[src/rtl/connector_pkg.sv]
// rtl/connector_pkg.sv - shared types and constants for the connector receive merge
package connector_pkg;

    localparam int NUM_CH     = 3;
    localparam int DATA_W_DEF = 8;

    typedef logic [1:0] chan_t;

    // Round-robin successor over the three live channel indices.
    function automatic chan_t next_chan(input chan_t c);
        return (c == 2'd2) ? 2'd0 : c + 2'd1;
    endfunction

endpackage

[src/rtl/connector_chan_fifo.sv]
// rtl/connector_chan_fifo.sv - per-channel write-capture FIFO with drop detection
module connector_chan_fifo #(
    parameter int DATA_W = 8,
    parameter int DEPTH  = 4
) (
    input  logic              clk0,
    input  logic              resetn,
    input  logic              push,
    input  logic [DATA_W-1:0] push_data,
    input  logic              pop,
    output logic [DATA_W-1:0] head_data,
    output logic              empty,
    output logic              full,
    output logic              drop
);

    localparam int PW = $clog2(DEPTH);
    localparam logic [PW:0] FULL_CNT = (PW+1)'(DEPTH);

    logic [DATA_W-1:0] mem [DEPTH];
    logic [PW-1:0]     wr_ptr;
    logic [PW-1:0]     rd_ptr;
    logic [PW:0]       count;
    logic              do_push;
    logic              do_pop;

    // Full is judged on the pre-edge count, so a same-edge pop never rescues a write.
    assign full      = (count == FULL_CNT);
    assign empty     = (count == '0);
    assign do_push   = push && !full;
    assign do_pop    = pop && !empty;
    assign drop      = push && full;
    assign head_data = mem[rd_ptr];

    always_ff @(posedge clk0) begin
        if (!resetn) begin
            wr_ptr <= '0;
            rd_ptr <= '0;
            count  <= '0;
        end else begin
            if (do_push) wr_ptr <= wr_ptr + 1'b1;
            if (do_pop)  rd_ptr <= rd_ptr + 1'b1;
            case ({do_push, do_pop})
                2'b10:   count <= count + 1'b1;
                2'b01:   count <= count - 1'b1;
                default: count <= count;
            endcase
        end
    end

    always_ff @(posedge clk0) begin
        if (do_push) mem[wr_ptr] <= push_data;
    end

endmodule

[src/rtl/connector_rx_merge.sv]
// rtl/connector_rx_merge.sv - three-channel write capture merged into one tagged stream
module connector_rx_merge
    import connector_pkg::*;
#(
    parameter int DATA_W = DATA_W_DEF,
    parameter int DEPTH  = 4
) (
    input  logic              clk0,
    input  logic              resetn,
    input  logic              wen0,
    input  logic              wen1,
    input  logic              wen2,
    input  logic [DATA_W-1:0] data0,
    input  logic [DATA_W-1:0] data1,
    input  logic [DATA_W-1:0] data2,
    input  logic              out_ready,
    output logic              out_valid,
    output logic [DATA_W-1:0] out_data,
    output chan_t             out_chan,
    output logic [NUM_CH-1:0] full,
    output logic [NUM_CH-1:0] ovf,
    input  logic              ovf_clr
);

    logic [NUM_CH-1:0] wen;
    logic [DATA_W-1:0] wdata [NUM_CH];
    logic [DATA_W-1:0] head  [NUM_CH];
    logic [NUM_CH-1:0] empty;
    logic [NUM_CH-1:0] drop;
    logic [NUM_CH-1:0] pop;

    chan_t last;
    chan_t c1, c2, c3;
    chan_t grant;
    logic  grant_vld;
    logic  load_en;

    assign wen      = {wen2, wen1, wen0};
    assign wdata[0] = data0;
    assign wdata[1] = data1;
    assign wdata[2] = data2;

    for (genvar i = 0; i < NUM_CH; i++) begin : g_fifo
        connector_chan_fifo #(
            .DATA_W (DATA_W),
            .DEPTH  (DEPTH)
        ) u_fifo (
            .clk0      (clk0),
            .resetn    (resetn),
            .push      (wen[i]),
            .push_data (wdata[i]),
            .pop       (pop[i]),
            .head_data (head[i]),
            .empty     (empty[i]),
            .full      (full[i]),
            .drop      (drop[i])
        );
    end

    assign load_en = !out_valid || out_ready;
    assign c1      = next_chan(last);
    assign c2      = next_chan(c1);
    assign c3      = next_chan(c2);

    // Scan starts just after the last grant, so the last winner ranks lowest.
    always_comb begin
        grant     = c1;
        grant_vld = 1'b1;
        if (!empty[c1])      grant = c1;
        else if (!empty[c2]) grant = c2;
        else if (!empty[c3]) grant = c3;
        else                 grant_vld = 1'b0;
    end

    assign pop = (load_en && grant_vld) ? (3'b001 << grant) : 3'b000;

    always_ff @(posedge clk0) begin
        if (!resetn) begin
            out_valid <= 1'b0;
            out_data  <= '0;
            out_chan  <= 2'd0;
            last      <= 2'd2;
            ovf       <= '0;
        end else begin
            if (load_en) begin
                if (grant_vld) begin
                    out_valid <= 1'b1;
                    out_data  <= head[grant];
                    out_chan  <= grant;
                    last      <= grant;
                end else begin
                    out_valid <= 1'b0;
                end
            end
            // A drop on the clearing edge must survive the clear.
            ovf <= (ovf_clr ? '0 : ovf) | drop;
        end
    end

endmodule
[config.mk]
export PLATFORM = sky130hd
export DESIGN_NAME = connector_rx_merge
export DESIGN_NICKNAME = d
export VERILOG_FILES = /design/src/rtl/connector_pkg.sv /design/src/rtl/connector_chan_fifo.sv /design/src/rtl/connector_rx_merge.sv
export SDC_FILE = /design/constraint.sdc
export NUM_CORES = 1
export LEC_CHECK = 0
export ABC_AREA = 0
export CAP_MARGIN = 40
export CORE_MARGIN = 3
export CORE_UTILIZATION = 30
export CTS_BUF_LIST = sky130_fd_sc_hd__clkbuf_8
export DETAILED_ROUTE_END_ITERATION = 10
export GPL_TIMING_DRIVEN = 0
export PLACE_DENSITY = 0.45
export RECOVER_POWER = 100
export SYNTH_ARGS = -nofsm -noshare
export SYNTH_HDL_FRONTEND = slang
export SYNTH_HIERARCHICAL = 1
export SYNTH_SLANG_ARGS = --single-unit
[constraint.sdc]
create_clock -name clk0 -period 7.8 [get_ports clk0]
set_input_delay 2.34 -clock clk0 [delete_from_list [all_inputs] [get_ports clk0]]
set_output_delay 2.34 -clock clk0 [all_outputs]
set_load 0.005 [all_outputs]
# [Word level (Yosys, flattened, before mapping)]
# Memories as Yosys holds them, arrays and structs flattened. A register that Yosys moved wholly into a read port is not among the register bits.
# Cells that the tools add are included.
[word_totals] reg_bits=37 ramBits=96 memories=3
[memory_table] name="g_fifo[0].u_fifo.mem" words=4 word_bits=8 read_ports=1 rd_ports_with_merged_regs=1 write_ports=1 line="connector_chan_fifo.sv:20" source="logic [DATA_W-1:0] mem [DEPTH];"
[memory_table] name="g_fifo[1].u_fifo.mem" words=4 word_bits=8 read_ports=1 rd_ports_with_merged_regs=1 write_ports=1 line="connector_chan_fifo.sv:20"
[memory_table] name="g_fifo[2].u_fifo.mem" words=4 word_bits=8 read_ports=1 rd_ports_with_merged_regs=1 write_ports=1 line="connector_chan_fifo.sv:20"
[classes] n_addsub=15 muxes=36 n_eq_ne=12 order_cmp=4 n_bitwise=2 shift=1 n_reduce_logical=25
[op_table] operator="2-to-1 mux 2 bit" n=12
[op_table] operator="adder 2 x 1 -> 2 bit, second input constant" n=9
[op_table] operator="one-hot mux 3 bit (2 select lines)" n=3
[op_table] operator="binary-select mux 8 bit (select 2 bit)" n=1
[op_table] operator="2-to-1 mux 8 bit" n=2
[op_table] operator="2-to-1 mux 1 bit" n=13
[op_table] operator="== test 2 bit, second input constant" n=6
[op_table] operator="logical AND 1 bit" n=10
[op_table] operator="adder 3 x 1 -> 3 bit, second input constant" n=3
[op_table] operator="== test 3 bit, second input constant" n=3
[op_table] operator="zero test 3 bit" n=3
[op_table] operator="less-than comparator 2 x 3 -> 1 bit, second input constant" n=3
[op_table] operator="subtractor 3 x 1 -> 3 bit, second input constant" n=3
[op_table] operator="zero test 1 bit" n=7
[op_table] operator="binary-select mux 1 bit (select 2 bit)" n=3
[op_table] operator="== test 2 x 1 -> 1 bit, second input constant" n=3
[op_table] operator="2-to-1 mux 3 bit" n=2
[op_table] operator="nonzero test 2 bit" n=3
[op_table] operator="greater-or-equal comparator 3 bit, second input constant" n=1
[op_table] operator="inverter 2 -> 3 bit" n=1
[op_table] operator="OR 3 bit" n=1
[op_table] operator="<< shifter 1 x 2 -> 3 bit, first input constant" n=1
[op_table] operator="AND reduction 2 bit" n=1
[op_table] operator="logical OR 1 bit" n=1

# [Depth between registers and ports, before layout]
# Gate-level depths: netlist of run 1.
[depth] word_depth=16 ltp_mapped=14 ltp_nobuf=12

# [Modules after synthesis]
# The synthesis of run 1 kept the hierarchy.
[by_module_without_submodules] module="connector_chan_fifo" cells_per_inst=97 n_inst=3 seq_area_each_um2=1141.1 area_each_um2=1656.6
[by_module_without_submodules] module="connector_rx_merge" cells_per_inst=114 n_inst=1 seq_area_each_um2=300.3 area_each_um2=878.3

# [Worst setup path before layout of run 1]
# OpenSTA, ideal clock, no wires.
[synth_timing] path_type="input port to flip-flop" startpoint="in out_ready" endpoint="reg g_fifo[0].u_fifo.count[2]" path_stages=12 setup_slack_ps=3447 required_time_ps=7730 n_path_buf=1 arrival_ps=4283 cell_sequence="nor2b_1 -> nand2b_1 -> buf_2 -> nor2_1 -> and2_1 -> nor2b_1 -> ha_1 -> inv_1 -> fa_1 -> xor2_1 -> or3_1 -> a21boi_1"
[synth_via] elab_chain_cells=6 elab_cells_between_ends=8 cone_classes="eq/ne: 2; mux: 2; reduce/logical: 4"
[synth_lines] element="start, declared" line="connector_rx_merge.sv:16" source="input logic out_ready,"
[synth_lines] element="logical OR 1 bit (*)" line="connector_rx_merge.sv:60" source="assign load_en = !out_valid || out_ready;"
[synth_lines] element="logical AND 1 bit (*)" line="connector_rx_merge.sv:75" source="assign pop = (load_en && grant_vld) ? (3'b001 << grant) : 3'b000;"
[synth_lines] element="2-to-1 mux 3 bit (*)" line="connector_rx_merge.sv:75"
[synth_lines] element="named net pop[0]" line="connector_rx_merge.sv:30" source="logic [NUM_CH-1:0] pop;"
[synth_lines] element="logical AND 1 bit (*)" line="connector_chan_fifo.sv:31" source="assign do_pop = pop && !empty;"
[synth_lines] element="named net g_fifo[0].u_fifo.do_pop" line="connector_chan_fifo.sv:25" source="logic do_pop;"
[synth_lines] element="== test 2 x 1 -> 1 bit or == test 2 bit (tied branches)" line="connector_chan_fifo.sv:43" source="case ({do_push, do_pop})"
[synth_lines] element="one-hot mux 3 bit (2 select lines) or nonzero test 2 bit (tied branches)"
[synth_lines] element="end signal, assigned" line="connector_chan_fifo.sv:44" source="2'b10: count <= count + 1'b1;"
[synth_lines] element="end signal, assigned" line="connector_chan_fifo.sv:45" source="2'b01: count <= count - 1'b1;"
[synth_lines] element="end signal, assigned" line="connector_chan_fifo.sv:46" source="default: count <= count;"
[synth_lines] element="end, declared" line="connector_chan_fifo.sv:23" source="logic [PW:0] count;"
# The timed path passes the listed nets; every way through them passes the cells marked *.
# A chain may end at the register's enable or synchronous reset.

# [Worst setup path in the final report of run 1]
# Ends and elaborated chain as after synthesis.

==> flow_summary.yaml, run 1 <==
run_status:
  status: "finished clean"
global_route:
  track_usage_pct: 11.94
  grt_remaining_overflow: 0
  grt_pass1_wl_um: 19310
  first_global_vias: 3613
  grt_max_degree: 17
  antenna_found_initial: 0
worst_setup_path:
  ff2ff_path_depth: 13
  startpoint_type: "primary input"
  worstPathRequired_ns: 8.15
  path_max_fanout: 10
  r2r_start: "g_fifo[1].u_fifo/count[1]"
  reg2reg_slack_ns: 4.32
  critPathCaptureType: "flop"
  worst-setup-path-type: "primary input to flop"
  r2r-end: "g_fifo[0].u_fifo/count[2]"
  cp_data_arrival_time_ns: 5.21
synth:
  synth_top_area_share_pct: 49.29
  synth_adder_area_share_pct: 4.236
  ys_top_cells_by_area: "edfxtp_1 49%, dfxtp_1 14%, mux4_2 9.2%, ha_1 3.2%, and2_1 2.6%"
  synth_top_cell_by_area: "edfxtp_1"
  syn-num-nets: 454
  yosys.area_share.xor_xnor_pct: 0.8986
  synth-simple-area-share_pct: 11.32
  synth_top_family_by_area: "simple AND/OR/NAND/NOR gates"
  syn_area_um2: 5848
  postSynthCellCount: 405
  synth_cell_types: 39
  seq_area_frac_synth_pct: 63.67
  syn_avg_cell_area_um2: 14.44
  synthArstFlopShare_pct: 0
  synth_warnings: 6
  synth_flop_cell: "edfxtp_1"
  ys_seq_elements: 138
  synth-edff-count: 96
  synth_compound_area_share_pct: 6.354
  synthMuxAreaShare_pct: 10.27
  synth_common_cells: "96 x edfxtp_1, 42 x dfxtp_1, 25 x o21ai_0"
  synth.most_common_cell: "edfxtp_1"
cells_and_area:
  layoutNonFillerInstCount: 744
  area_growth_syn_to_layout_pct: 20.07
  antenna_cells: 0
  fill_cells: 1839
  layout.nets: 520
  drive_gt1_share_pct: 15.91
timing:
  timing.final.ws_setup_ns: 2.944
  rsz0062_at_grt: "no"
  whs_ns: 0.4792
  finalHoldViolCount: 0
  slew_violations: 0
  fin_tns_setup_ns: 0
  slew_headroom_pct: 53.08
  max_freq_ghz: 0.2059
  skew_ns: 0.01110
  tightestPinTransition_ns: 0.7033
  period_share_pct: 62.26
  fin_crit_ns: 4.856
  setup_violations: 0
cts:
  clock_path_buffers: 2
  htreeDepth: 4
  cts-root-buf: "clkbuf_8"
  post_cts_resized: 0
  cts_tree: "built"
  numCtsBuffers: 17
  cts_setup_buffers: 0
  ctsHoldBuffers: 0
  clk_pin_slew_ns: 0.07
  cts_sinks: 138
  clock_latency_ns: 0.43
power_and_ir_drop:
  p_clk_share_pct: 24.7
  p_leak_nw: 2.359
  power.density_nw_per_um2: 348.0
  seqPwrFrac_pct: 39.4
  switching_power_mw: 0.8044
  sw_frac_of_total_pct: 32.92
  p_int_mw: 1.639
  power_mw: 2.444
  irDropWorstVdd_mv: 0.1401
  combPwrFrac_pct: 35.9
floorplanning:
  rows: 50
  die_h_um: 145.6
  io_pins: 48
  die_area_um2: 21210
  start_util_pct: 30.85
  fp.coreArea_um2: 18960
  die_w_um: 145.6
place:
  portBuffers: 47
  gp_congestion: 0.7041
  pre_cts_ws_ns: 2.714
  hpwl_um: 8329
  dp_cells: 712
routing:
  wire_per_inst_um: 15.62
  drcViolationCount: 0
  vias_per_cell: 4.535
  drt_iter0_markers: 185
  wl_um: 11620
  postRouteAntennaNets: 0
  dr.pass1.iters: 4
  vias: 3374
hold_path:
  min_path_cells: 2
  hold_path.class: "flop to flop"
  min-delay-start: "out_data[6]"
  holdPathEnd: "out_data[6]"
run:
  max_cap_violations: 0
## registers in the layout, indices dropped and copies added, names as in the netlist, named ones only
register,flops
g_fifo.u_fifo/count,9
g_fifo.u_fifo/mem,96
g_fifo.u_fifo/rd_ptr,6
g_fifo.u_fifo/wr_ptr,6
last,1
out_chan,2
out_data,8
out_valid,1
ovf,3
## layout make-up
cell class / instances / area (um^2) / area share [%]
plain buffers: 20 / 95.09 / 1.354
inverters: 19 / 71.32 / 1.016
well taps: 260 / 325.3 / 4.633
clock buffers: 17 / 234.0 / 3.332
flip-flops and latches: 138 / 3724 / 53.03
repair buffers: 47 / 470.5 / 6.700
multi-input cells: 228 / 1919 / 27.33
clock inverters: 15 / 182.7 / 2.602
## placed cells by master, fill, tap and decap left out, types with 15 or more instances in the layout
| cell | netlist | layout |
|---|---|---|
| edfxtp_1 | 96 | 96 |
| dfxtp_1 | 42 | 42 |
| dlygate4sd3_1 | 0 | 42 |
| o21ai_0 | 25 | 26 |
| nand2_1 | 24 | 24 |
| mux4_2 | 24 | 24 |
| nor2_1 | 22 | 22 |
| and2_0 | 0 | 20 |
| inv_1 | 16 | 17 |
| clkbuf_8 | 0 | 17 |
| ha_1 | 15 | 15 |
## logic make-up (layout without fill, tap and decap cells)
group           count (synthesis)  count (layout)
mux                            30              30
fa+ha+maj                      18              18
buf+inv                        39             118
flops                         138             138
compound gates                 56              56
simple gates                  118             118
xor+xnor                        6               6
## worst max path at each step
stage	from	end	slack (ns)	cells past startpoint
after floorplan	out_ready	g_fifo[0].u_fifo/count[2]	3.45	12
after global placement	out_ready	g_fifo[0].u_fifo/count[2]	2.75	13
after detailed placement	out_ready	g_fifo[0].u_fifo/count[2]	2.71	13
after CTS	out_ready	g_fifo[0].u_fifo/count[2]	3.19	13
after global routing	out_ready	g_fifo[0].u_fifo/count[2]	2.77	13
final	out_ready	g_fifo[0].u_fifo/count[2]	2.94	13
## critical path: stages
cell,delay [ns]
dlygate4sd3_1,0.53
nor2b_1,0.07
nand2b_1,0.14
clkbuf_1,0.23
nor2_1,0.19
and2_0,0.20
nor2b_1,0.23
ha_1,0.21
inv_1,0.06
fa_1,0.38
xor2_1,0.16
or3_1,0.29
a21boi_0,0.17
## power by group through the flow
stage	logic, mW	registers, mW	clock network, mW
floorplan	0.650	0.964	0
global placement	0.901	0.979	0
detailed placement	0.914	0.984	0
CTS	0.919	0.968	0.629
global route	0.998	0.978	0.666
finish	0.877	0.964	0.603
## through the flow
step	utilization [%]	area, um^2
floorplan	-	5848
global placement	35.05	6644
finish	37.04	7022
global route	37.04	7022
detailed placement	35.05	6644
CTS	37.25	7061
## metal layers
layer	up-vias	GRT usage (%)	share of wire, %
li1	1620	-	-
met1	1679	15.51	47
met2	64	18.91	48
met3	11	3.613	4.0
met4	0	4.558	1.1
met5	-	0	0
Power figures use the tool's default switching activity.
==> inputs of run 2 (changes only) <==
- clock period: 7.8 -> 4.63 ns (I/O delays scaled with it)
==> results of run 2 <==
Same layout as run 1 (identical final DEF). Status: finished clean.
Among the figures that moved: setup slack after placement 2.714 ns -> 0.4946 ns; setup slack after layout 2.944 ns -> 0.7248 ns; register-to-register setup slack 4.32 ns -> 1.15 ns; total power 2.444 mW -> 4.117 mW; worst IR drop on VDD 0.1401 mV -> 0.2360 mV
